**config.mk**
```make
export PLATFORM = sky130hd
export DESIGN_NAME = da_fir_serial
export DESIGN_NICKNAME = d
export VERILOG_FILES = /design/src/rtl/da_fir_pkg.sv /design/src/rtl/da_fir_serial_lut.sv /design/src/rtl/da_fir_serial.sv
export SDC_FILE = /design/constraint.sdc
export NUM_CORES = 1
export LEC_CHECK = 0
export CORE_UTILIZATION = 45
export CTS_BUF_LIST = sky130_fd_sc_hd__clkbuf_4 sky130_fd_sc_hd__clkbuf_8
export CTS_CLUSTER_DIAMETER = 40
export CTS_CLUSTER_SIZE = 14
export DETAILED_ROUTE_END_ITERATION = 7
export GPL_ROUTABILITY_DRIVEN = 0
export RECOVER_POWER = 100
export SLEW_MARGIN = 20
export SYNTH_ARGS = -nofsm -noshare
export SYNTH_HDL_FRONTEND = slang
export SYNTH_SLANG_ARGS = --single-unit
```
**constraint.sdc**
```tcl
create_clock -name clk -period 9 [get_ports clk]
set_input_delay 1.35 -clock clk [delete_from_list [all_inputs] [get_ports clk]]
set_output_delay 1.35 -clock clk [all_outputs]
set_load 0.03 [all_outputs]
```
**src/rtl/da_fir_pkg.sv**
```systemverilog
// Shared types and helpers for the bit-serial distributed-arithmetic FIR.
package da_fir_pkg;

  localparam int unsigned SAT_W = 64;

  typedef enum logic [1:0] {
    IDLE    = 2'd0,
    COMPUTE = 2'd1,
    HOLD    = 2'd2
  } state_t;

  typedef struct packed {
    logic                    clipped;
    logic signed [SAT_W-1:0] value;
  } sat_t;

  // Full-precision accumulator width: product width plus tap-count growth.
  function automatic int unsigned acc_width(input int unsigned taps,
                                            input int unsigned data_w,
                                            input int unsigned coef_w);
    return data_w + coef_w + $clog2(taps);
  endfunction

  // Clamp a signed value to the range of a width-bit two's-complement number.
  function automatic sat_t sat(input logic signed [SAT_W-1:0] value,
                               input int unsigned width);
    logic signed [SAT_W-1:0] hi;
    logic signed [SAT_W-1:0] lo;
    sat_t res;
    hi = (64'sd1 <<< (width - 1)) - 64'sd1;
    lo = -hi - 64'sd1;
    if (value > hi) begin
      res.clipped = 1'b1;
      res.value   = hi;
    end else if (value < lo) begin
      res.clipped = 1'b1;
      res.value   = lo;
    end else begin
      res.clipped = 1'b0;
      res.value   = value;
    end
    return res;
  endfunction

endpackage

```
**src/rtl/da_fir_serial_lut.sv**
```systemverilog
// Combinational DA partial sum: adds every coefficient whose address bit is set.
module da_lut_sum #(
  parameter int unsigned TAPS   = 4,
  parameter int unsigned COEF_W = 8,
  parameter int unsigned ACC_W  = 18
) (
  input  logic [TAPS-1:0]        addr,
  input  logic [TAPS*COEF_W-1:0] coefs,
  output logic [ACC_W-1:0]       sum
);

  always_comb begin
    sum = '0;
    for (int i = 0; i < TAPS; i++) begin
      if (addr[i]) begin
        sum = sum + ACC_W'($signed(coefs[i*COEF_W +: COEF_W]));
      end
    end
  end

endmodule

```
**src/rtl/da_fir_serial.sv**
```systemverilog
// Bit-serial DA FIR: one sample per DATA_W compute cycles, saturated result on valid/ready.
module da_fir_serial
  import da_fir_pkg::*;
#(
  parameter int unsigned TAPS      = 4,
  parameter int unsigned DATA_W    = 8,
  parameter int unsigned COEF_W    = 8,
  parameter int unsigned OUT_W     = 10,
  parameter int unsigned OUT_SHIFT = 0
) (
  input  logic                    clk,
  input  logic                    rst_n,
  input  logic                    in_valid,
  output logic                    in_ready,
  input  logic [DATA_W-1:0]       in_data,
  input  logic                    coef_we,
  input  logic [$clog2(TAPS)-1:0] coef_addr,
  input  logic [COEF_W-1:0]       coef_data,
  output logic                    coef_busy,
  input  logic                    flush,
  output logic                    out_valid,
  input  logic                    out_ready,
  output logic [OUT_W-1:0]        out_data,
  output logic                    out_sat
);

  localparam int unsigned ACC_W = acc_width(TAPS, DATA_W, COEF_W);
  localparam int unsigned KW    = (DATA_W > 1) ? $clog2(DATA_W) : 1;
  localparam logic [KW-1:0] K_LAST = KW'(DATA_W - 1);

  state_t state;
  state_t state_nxt;

  logic [DATA_W-1:0] x [TAPS];
  logic [COEF_W-1:0] h [TAPS];
  logic [KW-1:0]     k;
  logic [ACC_W-1:0]  acc;

  logic                    accept;
  logic                    last;
  logic                    release_out;
  logic                    line_open;
  logic [TAPS-1:0]         plane;
  logic [TAPS*COEF_W-1:0]  coef_vec;
  logic [ACC_W-1:0]        lut_sum;
  logic [ACC_W-1:0]        shifted;
  logic [ACC_W-1:0]        acc_nxt;
  logic signed [ACC_W-1:0] acc_scaled;
  sat_t                    sat_res;

  // State register.
  always_ff @(posedge clk or negedge rst_n) begin
    if (!rst_n) begin
      state <= IDLE;
    end else begin
      state <= state_nxt;
    end
  end

  // Next-state and control decode.
  always_comb begin
    state_nxt   = state;
    accept      = 1'b0;
    last        = 1'b0;
    release_out = 1'b0;
    line_open   = 1'b0;
    case (state)
      IDLE: begin
        line_open = 1'b1;
        if (in_valid) begin
          accept    = 1'b1;
          state_nxt = COMPUTE;
        end
      end
      COMPUTE: begin
        if (k == K_LAST) begin
          last      = 1'b1;
          state_nxt = HOLD;
        end
      end
      HOLD: begin
        line_open = 1'b1;
        if (out_ready) begin
          release_out = 1'b1;
          state_nxt   = IDLE;
        end
      end
      default: state_nxt = IDLE;
    endcase
  end

  // Bit-plane address and flattened coefficient vector for the LUT adder.
  always_comb begin
    plane    = '0;
    coef_vec = '0;
    for (int i = 0; i < TAPS; i++) begin
      plane[i]                      = x[i][k];
      coef_vec[i*COEF_W +: COEF_W]  = h[i];
    end
  end

  da_lut_sum #(
    .TAPS   (TAPS),
    .COEF_W (COEF_W),
    .ACC_W  (ACC_W)
  ) u_lut (
    .addr  (plane),
    .coefs (coef_vec),
    .sum   (lut_sum)
  );

  // The top bit-plane carries negative weight in two's complement.
  always_comb begin
    shifted    = lut_sum << k;
    acc_nxt    = last ? (acc - shifted) : (acc + shifted);
    acc_scaled = $signed(acc_nxt) >>> OUT_SHIFT;
    sat_res    = sat(SAT_W'(acc_scaled), OUT_W);
  end

  // Delay line and coefficient registers.
  always_ff @(posedge clk or negedge rst_n) begin
    if (!rst_n) begin
      for (int i = 0; i < TAPS; i++) begin
        x[i] <= '0;
        h[i] <= '0;
      end
    end else begin
      if (accept) begin
        for (int i = 1; i < TAPS; i++) begin
          x[i] <= flush ? '0 : x[i-1];
        end
        x[0] <= in_data;
      end else if (flush && line_open) begin
        for (int i = 0; i < TAPS; i++) begin
          x[i] <= '0;
        end
      end
      if (coef_we && line_open && (32'(coef_addr) < TAPS)) begin
        h[coef_addr] <= coef_data;
      end
    end
  end

  // Accumulator, bit counter and registered outputs.
  always_ff @(posedge clk or negedge rst_n) begin
    if (!rst_n) begin
      acc       <= '0;
      k         <= '0;
      out_data  <= '0;
      out_sat   <= 1'b0;
      out_valid <= 1'b0;
      in_ready  <= 1'b1;
      coef_busy <= 1'b0;
    end else begin
      in_ready  <= (state_nxt == IDLE);
      coef_busy <= (state_nxt == COMPUTE);
      if (accept) begin
        acc <= '0;
        k   <= '0;
      end else if (state == COMPUTE) begin
        acc <= acc_nxt;
        k   <= k + KW'(1);
      end
      if (last) begin
        out_data  <= OUT_W'(sat_res.value);
        out_sat   <= sat_res.clipped;
        out_valid <= 1'b1;
      end else if (release_out) begin
        out_valid <= 1'b0;
      end
    end
  end

endmodule

```
==> out/qor.csv <==
stage,metric,value,unit
synthesis,yosys synthesis warning count,0,
drt,total wire length,29270,µm
cells_and_area,Finished Layout Cells,1640,
synthesis,simple-gate share of the synthesized area,17.51,%
synthesis,flop and latch count out of synthesis,101,
synthesis,Yosys top cell area share,26.47,%
synthesis,register area share after synthesis,26.75,%
drt,number of vias per cell,5.929,
global_routing,first-pass GRT wire length,47920,µm
drt,DRC,0,
synthesis,Synth Area in XOR/XNOR,4.963,%
sta,Tcrit/Tclk final,102.7,%
floorplanning,initial core utilization,46.28,%
drt,WL per Instance,17.85,µm
drt,Via Count,9724,
synthesis,Adder-Cell Fraction of Synth Area,9.582,%
worst_setup_path,"Slowest-stage cell, CP",mux4_2,
worst_setup_path,WP data required,9.35,ns
synthesis,Netlist cell types,89,
status,outcome,"complete, but fails checks",
placed_design,# port buffers,37,
cells_and_area,fill count,1754,
synthesis,asr flop ratio synth,100.0,%
status,violated checks,"max-capacitance violations, max-slew violations, negative setup slack",
clocking,CTS Buf Count,9,
synthesis,Post-Synthesis Cell Area,9454,µm²
global_routing,initial antenna violation count,0,
global_routing,largest net degree at the start of global routing,76,
sta,Period minus WS final,9.244,ns
worst_setup_path,crit path launch type,register,
floorplanning,die width,146.9,µm
cells_and_area,Layout area overhead,33.93,%
clocking,Worst-path clk slew,0.12,ns
synthesis,"area leader, netlist",dfrtp_1,
cells_and_area,share of layout cells above drive strength 1,32.19,%
floorplanning,core area,20430,µm²
floorplanning,die area,21590,µm²
placed_design,pre-CTS WS,-0.5637,ns
placed_design,HPWL Detailed,21820,µm
clocking,"Clk Latency, worst-skew pair",0.41,ns
cells_and_area,Multi-input gate area,6987,µm²
drt,ANT nets after route,0,
sta,RSZ-0062 raised after global routing,yes,
clocking,CTS tree,done,
job,max-capacitance violation count,2,
drt,DRT Pass-1 Iters,5,
cells_and_area,# diodes,0,
clocking,clock tree sinks,101,
min_path,Worst Hold Class,reg -> reg,
clocking,Root Buffer,clkbuf_8,
worst_setup_path,Worst Path Arrival,9.60,ns
worst_setup_path,R2R Setup Slk,-0.24,ns
sta,final hold vios,0,
synthesis,Synth Area in Compound Gates,26.84,%
floorplanning,io pins,38,
synthesis,Syn Nets,1186,
sta,Fin Clk Skew,0.02162,ns
synthesis,"Primary FF master, synth",dfrtp_1,
sta,final setup fails,11,
floorplanning,Die Ht,146.9,µm
clocking,Max Buffers Root-to-Sink,2,
global_routing,total global-route track usage,27.85,%
cells_and_area,Layout Nets,1457,
floorplanning,num rows,52,
synthesis,synth cell count leaders,"nand2_1 (116), dfrtp_1 (100), o21ai_0 (71)",
synthesis,mux cell area share after synthesis,10.11,%
cells_and_area,FF+latch area,2530,µm²
sta,Slew Limit Fails,90,
synthesis,largest family of logic cells by synthesized area,compound AO/OA/AOI/OAI gates,
worst_setup_path,CP Class,reg -> reg,
global_routing,grt ovf,0,
global_routing,vias in the first global route,9496,
drt,DRT iter0 DRCs,598,
worst_setup_path,Max stage delay on crit path,0.53,ns
worst_setup_path,crit path capture type,register,
sta,slew margin rel.,-162.2,%
sta,f_max,108.2,MHz
placed_design,Inst Count DP,1576,
sta,worst slew pin tran,3.933,ns
synthesis,number of synthesized flops with an enable pin,0,
synthesis,Synth area leaders,"dfrtp_1 (26%), ha_1 (8.2%), mux2_2 (4.8%), nand2_1 (4.6%), a22o_1 (4.1%)",
worst_setup_path,most frequent CP cell,buf_4,
synthesis,most common cell in the netlist,nand2_1,
sta,setup ws final,-0.2442,ns
worst_setup_path,worst-path fanout max,5,
synthesis,Syn Area/Cell,8.642,µm²
synthesis,Cells after Synth,1094,
clocking,H-tree depth,3,
per-stage QoR:
step	hold slack (ns)	util [%]	setup TNS, ns	instance area (µm²)
floorplan	0.4563	-	-2.016	9592
global placement	0.4676	57.61	-5.199	11770
detailed placement	0.4658	57.61	-6.318	11770
CTS	0.5012	60.91	-2.406	12440
global route	0.5165	61.98	-7.899	12660
finish	0.4885	61.98	-2.449	12660
cells by family after synthesis:
logic type,count (synthesis)
compound gates,365
buf+inv,95
xor+xnor,52
fa+ha+maj,69
flops,101
simple gates,337
mux,75
cell type report:
cell class,instances,share of cell area (%)
tap,270,2.668
timing repair buffer,317,19.48
inverter,37,1.097
sequential,101,19.98
clock inverter,7,0.6225
clock buffer,9,0.9783
multi-input combinational,899,55.18
worst paths after layout:
kind / from / endpoint / cells past startpoint
max in group asynchronous: rst_n / k[0] / 2
worst max-delay path: k[0] / out_data[0] / 49
min in group asynchronous: rst_n / coef_vec[0] / 1
worst min register to register: out_data[9] / out_data[9] / 2
worst min-delay path: out_data[9] / out_data[9] / 2
worst max register to register: k[0] / out_data[0] / 49
per-layer routing:
layer | global-route usage [%] | vias up | part of all wire [%]
met2 | 45.66 | 272 | 47
met4 | 10.62 | 0 | 2.9
met5 | 0 | - | 0
met3 | 2.888 | 60 | 4.8
li1 | - | 4693 | -
met1 | 37.90 | 4699 | 45
registers in the layout, summed over array words and instances (netlist names):
register   count
in_ready       1
coef_vec      32
out_valid      1
k              3
acc           18
out_data      10
x             32
out_sat        1
coef_busy      1
state          2
cell usage in the layout (no fill, tap or decap), types with 10 or more instances in the layout:
master / netlist / routed
a21oi_1: 67 / 57
dlygate4sd3_1: 0 / 16
ha_1: 62 / 51
mux4_2: 10 / 10
and3_1: 17 / 15
nand2_1: 116 / 115
o21ai_1: 4 / 11
inv_1: 36 / 35
o21bai_1: 10 / 10
o211ai_1: 10 / 10
nor2_1: 61 / 56
and2_1: 16 / 14
xnor2_1: 27 / 24
a21o_1: 20 / 20
nor3_1: 21 / 18
nand4_1: 13 / 13
dfrtp_1: 100 / 99
o21ai_0: 71 / 62
nand3_1: 33 / 31
xor2_1: 24 / 23
clkdlybuf4s50_1: 0 / 20
o22ai_1: 17 / 16
a211oi_1: 16 / 14
mux2i_1: 19 / 19
buf_4: 2 / 270
a22o_1: 44 / 44
mux2_2: 40 / 39
critical path: cells and delay by family (launching register included):
kind / cells / cell delay, ns
and+or+nand+nor: 13 / 3.19
AOI/OAI and AO/OA: 5 / 0.89
adders and majority gates: 2 / 0.38
muxes: 3 / 0.96
buffers and inverters: 24 / 2.98
DFF: 1 / 0.46
xor gates and xnor gates: 2 / 0.33
repair_timing:
item,CTS,global route
cloned,1,0
pin swaps,30,28
endpoints found under the setup margin,13,14
buffers inserted,42,5
hold buffers,0,0
endpoints found under the hold margin,0,0
resized for setup,37,41
Power is not shown: default switching activity piles up to over one toggle a cycle in this logic, so the estimate is an artifact.
==> edit 1, RTL diff (same flow settings) <==
`COEF_W` is set to 8 in 2 places; all go to 7.
--- a/src/rtl/da_fir_serial_lut.sv
+++ b/src/rtl/da_fir_serial_lut.sv
@@ -1,7 +1,7 @@
 // Combinational DA partial sum: adds every coefficient whose address bit is set.
 module da_lut_sum #(
   parameter int unsigned TAPS   = 4,
-  parameter int unsigned COEF_W = 8,
+  parameter int unsigned COEF_W = 7,
   parameter int unsigned ACC_W  = 18
 ) (
   input  logic [TAPS-1:0]        addr,
--- a/src/rtl/da_fir_serial.sv
+++ b/src/rtl/da_fir_serial.sv
@@ -4,7 +4,7 @@
 #(
   parameter int unsigned TAPS      = 4,
   parameter int unsigned DATA_W    = 8,
-  parameter int unsigned COEF_W    = 8,
+  parameter int unsigned COEF_W    = 7,
   parameter int unsigned OUT_W     = 10,
   parameter int unsigned OUT_SHIFT = 0
 ) (
Interface: changed (resized coef_data); port bits go from 38 to 37. The function was not compared with the original's and may differ.
==> edit 1 against the original RTL <==
The run still ends with capacitance limit, slew limit, setup timing left; routed wire length fell by 7.3%; global-route usage shrank 0.42 points; critical path depth fell by 6; sequential share of layout area increased by 1.0 points; area after synthesis fell by 3.8%; sequential cell count is 5 lower; worst setup slack worse by 0.0070 ns; cell area decreased by 9.6%; count of clock-buffer cells in the layout stayed put; critical endpoint is now out_sat; largest cell class unchanged.
Power is not shown: default switching activity piles up to over one toggle a cycle in this logic, so the estimate is an artifact.
==> edit 1: results (changes against the original RTL) <==
Status
  • Outcome: finished with violations
  • Failing checks: capacitance limit, slew limit, setup timing

Place
  • Post-place setup slack: -0.397 ns (+0.166 ns)
  • HPWL after DPL: 21000 µm (-3.6%)
  • DP Area: 10900 µm² (-7.0%)
  • IO Port Bufs: 36 (-2.7%)

Synth
  • Post-synthesis sequential area ratio: 26.4% (-0.33 points)
  • Unique masters post-synth: 93 (+4.5%)
  • Area contributors post-synth: dfrtp_1 26%, ha_1 8.5%, mux2_2 4.3%
  • Commonest cells in the netlist: 95 x dfrtp_1, 79 x nor2_1, 76 x nand2_1

STA
  • Clock Skews: 0.0220 ns (+0.000401 ns)
  • Worst Slack Setup Final: -0.251 ns (-0.00699 ns)
  • Slew Limit Fails: 99 (+10%)
  • Setup violations, final: 12 (+1)
  • Worst-margin pin slew: 3.23 ns (-0.705 ns)

Setup path
  • Arr. time, crit path: 9.57 ns (-0.03 ns)
  • Max incr delay on CP: 0.51 ns (-0.02 ns)
  • Family with the most delay on the worst path: compound AO/OA/AOI/OAI gates

Flow run
  • Max-cap violations: 2 (unchanged)

Drt
  • Met3 routed WL: 1240 µm (-12%)
  • Via density: 5.96 (+0.51%)
  • Metal2 WL: 12500 µm (-8.7%)
  • Router iterations before antenna repair: 6 (+1)
  • Number of DRC markers after the initial detailed-route iteration: 540 (-9.7%)

GRT
  • Vias in the first global route: 8575 (-9.7%)
  • First-pass GRT wire length: 44200 µm (-7.7%)
  • Gr usage total: 27.4% (-0.42 points)

Layout
  • Final #Nets: 1323 (-9.2%)
edit 1: timing repair:
| item | CTS | global route |
|---|---|---|
| pin swaps | 23 | 26 |
| cloned | 0 | 1 |
| hold endpoints to repair | 0 | 0 |
| gates resized for setup | 21 | 27 |
| hold buffers | 0 | 0 |
| setup buffers | 10 | 8 |
| endpoints found under the setup margin | 12 | 15 |
edit 1: logic make-up after synthesis:
kind of cell	count (synthesis)	synth area share, %
xor+xnor	44	4.24
compound gates	382	29.9
fa+ha+maj	69	10.1
simple gates	310	17.3
buf+inv	89	4.04
mux	60	8.10
flops	96	26.4
edit 1: final cells by class:
class                   instances  area (µm²)
clock inverters                 7        73.8
inverters                      40         150
well taps                     265         332
clock buffers                   9         124
repair buffers                219        1730
flip-flops and latches         96        2400
fillers                      1839        8200
multi-input cells             865        6640
edit 1: through the flow:
stage	TNS (ns)	cells	hold slack (ns)
floorplan	-1.91	1050	0.450
global placement	-1.26	1466	0.463
detailed placement	-4.04	1466	0.472
CTS	-2.86	1492	0.499
global route	-7.89	1501	0.508
finish	-2.32	1501	0.495
edit 1: layer usage:
metal  vias to the layer above  global-route usage [%]
met3                        25                    3.84
met5                         -                       0
met4                         0                    8.20
met1                      4318                    38.5
met2                       213                    43.7
li1                       4389                       -
edit 1: final timing paths:
kind,from,slack [ns],endpoint
min,acc[0],0.49,acc[0]
max,k[0],-0.25,out_sat
max in group asynchronous,rst_n,3.41,k[0]
min in group asynchronous,rst_n,1.48,acc[9]
max reg2reg,k[0],-0.25,out_sat
min reg2reg,acc[0],0.49,acc[0]
edit 1: tightest hold or removal path, stage by stage (launching register included):
cell     delay (ns)
dfrtp_1        0.36
nand2_1        0.04
o21ai_0        0.06
==> edit 2, RTL diff (same flow settings) <==
Made on the original files. Make the reset (`rst_n`) synchronous in 3 clocked blocks.
--- a/src/rtl/da_fir_serial.sv
+++ b/src/rtl/da_fir_serial.sv
@@ -49,7 +49,7 @@
   sat_t                    sat_res;
 
   // State register.
-  always_ff @(posedge clk or negedge rst_n) begin
+  always_ff @(posedge clk) begin
     if (!rst_n) begin
       state <= IDLE;
     end else begin
@@ -118,7 +118,7 @@
   end
 
   // Delay line and coefficient registers.
-  always_ff @(posedge clk or negedge rst_n) begin
+  always_ff @(posedge clk) begin
     if (!rst_n) begin
       for (int i = 0; i < TAPS; i++) begin
         x[i] <= '0;
@@ -142,7 +142,7 @@
   end
 
   // Accumulator, bit counter and registered outputs.
-  always_ff @(posedge clk or negedge rst_n) begin
+  always_ff @(posedge clk) begin
     if (!rst_n) begin
       acc       <= '0;
       k         <= '0;
Function: differs if rst_n is asserted again (counterexample within 4 cycles, from zero or initial values and one cycle with rst_n low); with rst_n held inactive, the same outputs for 4 cycles.
==> edit 2 against the original RTL <==
The run ends with setup timing left; cell area fell by 4.1%; synthesized cell count is 1.6% higher; area after synthesis fell by 1.2%; sequential cell count did not move; worst setup slack improved by 0.027 ns; routed wire length down 2.7%; critical endpoint is now out_data[2]; highest routed layer unchanged.
Power is left out: it rests on default switching activity, and per cell area and clock period it moved more than threefold.
==> edit 2: results (changes against the original RTL) <==
Place
  • IO Port Bufs: 37 (unchanged)
  • Post-place setup slack: -0.553 ns (+0.0107 ns)
  • HPWL after DPL: 21900 µm (+0.54%)

GRT
  • Initial antenna violation count: 0 (unchanged)
  • Vias in the first global route: 9034 (-4.9%)
  • Gr usage total: 26.8% (-1.0 points)
  • First-pass GRT wire length: 46200 µm (-3.6%)
  • Largest net degree at the start of global routing: 45 (-41%)

STA
  • Worst Slack Setup Final: -0.217 ns (+0.0270 ns)
  • Worst-margin pin slew: 1.27 ns (-2.66 ns)
  • Clock Skews: 0.0177 ns (-0.00388 ns)
  • Setup violations, final: 12 (+1)

Synth
  • Unique masters post-synth: 85 (-4.5%)
  • Post-synthesis sequential area ratio: 27.6% (+0.89 points)
  • Top_reg_cell synth: edfxtp_1
  • Yosys Warn Count: 0 (unchanged)
  • Syn nets: 1203 (+1.4%)
  • Area contributors post-synth: edfxtp_1 18%, dfxtp_1 9.6%, ha_1 8.3%
  • Async SR Flop Fraction: 0% (-100 points)
  • Number of flops mapped to enable cells by yosys: 56 (+56)
  • Commonest cells in the netlist: 121 x nand2_1, 71 x o21ai_0, 68 x nor2_1

Drt
  • Number of DRC markers after the initial detailed-route iteration: 616 (+3.0%)
  • Via density: 5.75 (-3.0%)
  • Post-Route WL: 28500 µm (-2.7%)

Layout
  • Top flop regs: h (32), x (32), acc (18)
  • Final #Nets: 1442 (-1.0%)
  • Layout cells sized above 1: 25.7% (-6.5 points)
  • Fillers: 1843 (+5.1%)
  • Inserted Diodes: 0 (unchanged)

Setup path
  • Max FO, Critical Path: 9 (+4)
  • Max incr delay on CP: 0.51 ns (-0.02 ns)
  • CP max stage cell: or4_4
  • Arr. time, crit path: 9.51 ns (-0.09 ns)

CTS
  • CTS clock-pin slew for the worst setup and hold paths: 0.12 ns (about the same)
  • CTS Buffer Depth: 2 (unchanged)

Status
  • Outcome: finished with violations
  • Failing checks: setup timing
edit 2: cell types whose count changed after synthesis, moves of 7 or more:
cell      delta
dfxtp_1     +45
edfxtp_1    +56
a22oi_1     +12
o21a_1       +7
mux2_2      -32
mux4_2       -8
nor2_1       +7
and3_1      +17
and2_1      +30
mux2i_1     +13
a22o_1      -36
dfrtp_1    -100
edit 2: path summary, 6_finish.rpt:
| kind | startpoint | to | slack, ns | cells past startpoint |
|---|---|---|---|---|
| worst min register to register | acc[12] | acc[12] | 0.47 | 2 |
| worst max register to register | k[0] | out_data[2] | -0.22 | 46 |
| worst max-delay path | k[0] | out_data[2] | -0.22 | 46 |
| worst min-delay path | acc[12] | acc[12] | 0.47 | 2 |
edit 2: area by class of cell:
class,instances,share of cell area [%]
clock buffer,10,1.13
clock inverter,6,0.515
inverter,40,1.24
multi-input combinational,919,55.0
sequential,101,21.3
tap,270,2.78
timing repair buffer,279,18.1
edit 2: what timing repair did:
action,4_1_cts,5_1_grt
setup buffers,14,8
resized for setup,21,25
setup endpoints to repair,12,14
pin swaps,28,17
edit 2: layer usage:
| layer | routed length [µm] | GRT usage (%) | vias to the layer above | share of wire, % |
|---|---|---|---|---|
| li1 | - | - | 4656 | - |
| met1 | 14000 | 37.8 | 4458 | 49 |
| met2 | 12900 | 43.7 | 198 | 45 |
| met3 | 1010 | 2.66 | 38 | 3.6 |
| met4 | 518 | 7.55 | 0 | 1.8 |
| met5 | 0 | 0 | - | 0 |
edit 2: cell families after synthesis:
| group | Yosys count | synth area share, % |
|---|---|---|
| mux | 42 | 4.87 |
| flops | 101 | 27.6 |
| buf+inv | 91 | 4.44 |
| simple gates | 411 | 22.5 |
| fa+ha+maj | 68 | 9.59 |
| xor+xnor | 54 | 5.36 |
| compound gates | 344 | 25.6 |
edit 2: critical path: cells and delay by family (launching register included):
kind                       cells  cell delay (ns)
xor gates and xnor gates       3             0.51
DFF                            1             0.45
buffers and inverters          6             0.65
AOI/OAI and AO/OA             14             2.47
and+or+nand+nor               14             2.13
adders and majority gates      6             1.85
muxes                          3             1.02
edit 2: stage by stage:
stage                     area [µm²]  setup TNS [ns]  cells  utilization (%)
after global routing           12100           -8.45   1625             59.8
final                          12100           -2.18   1625             59.8
after floorplan                 9470               0   1111                -
after CTS                      12000           -1.47   1617             58.9
after global placement         11600           -2.32   1587             57.0
after detailed placement       11600           -5.24   1587             57.0
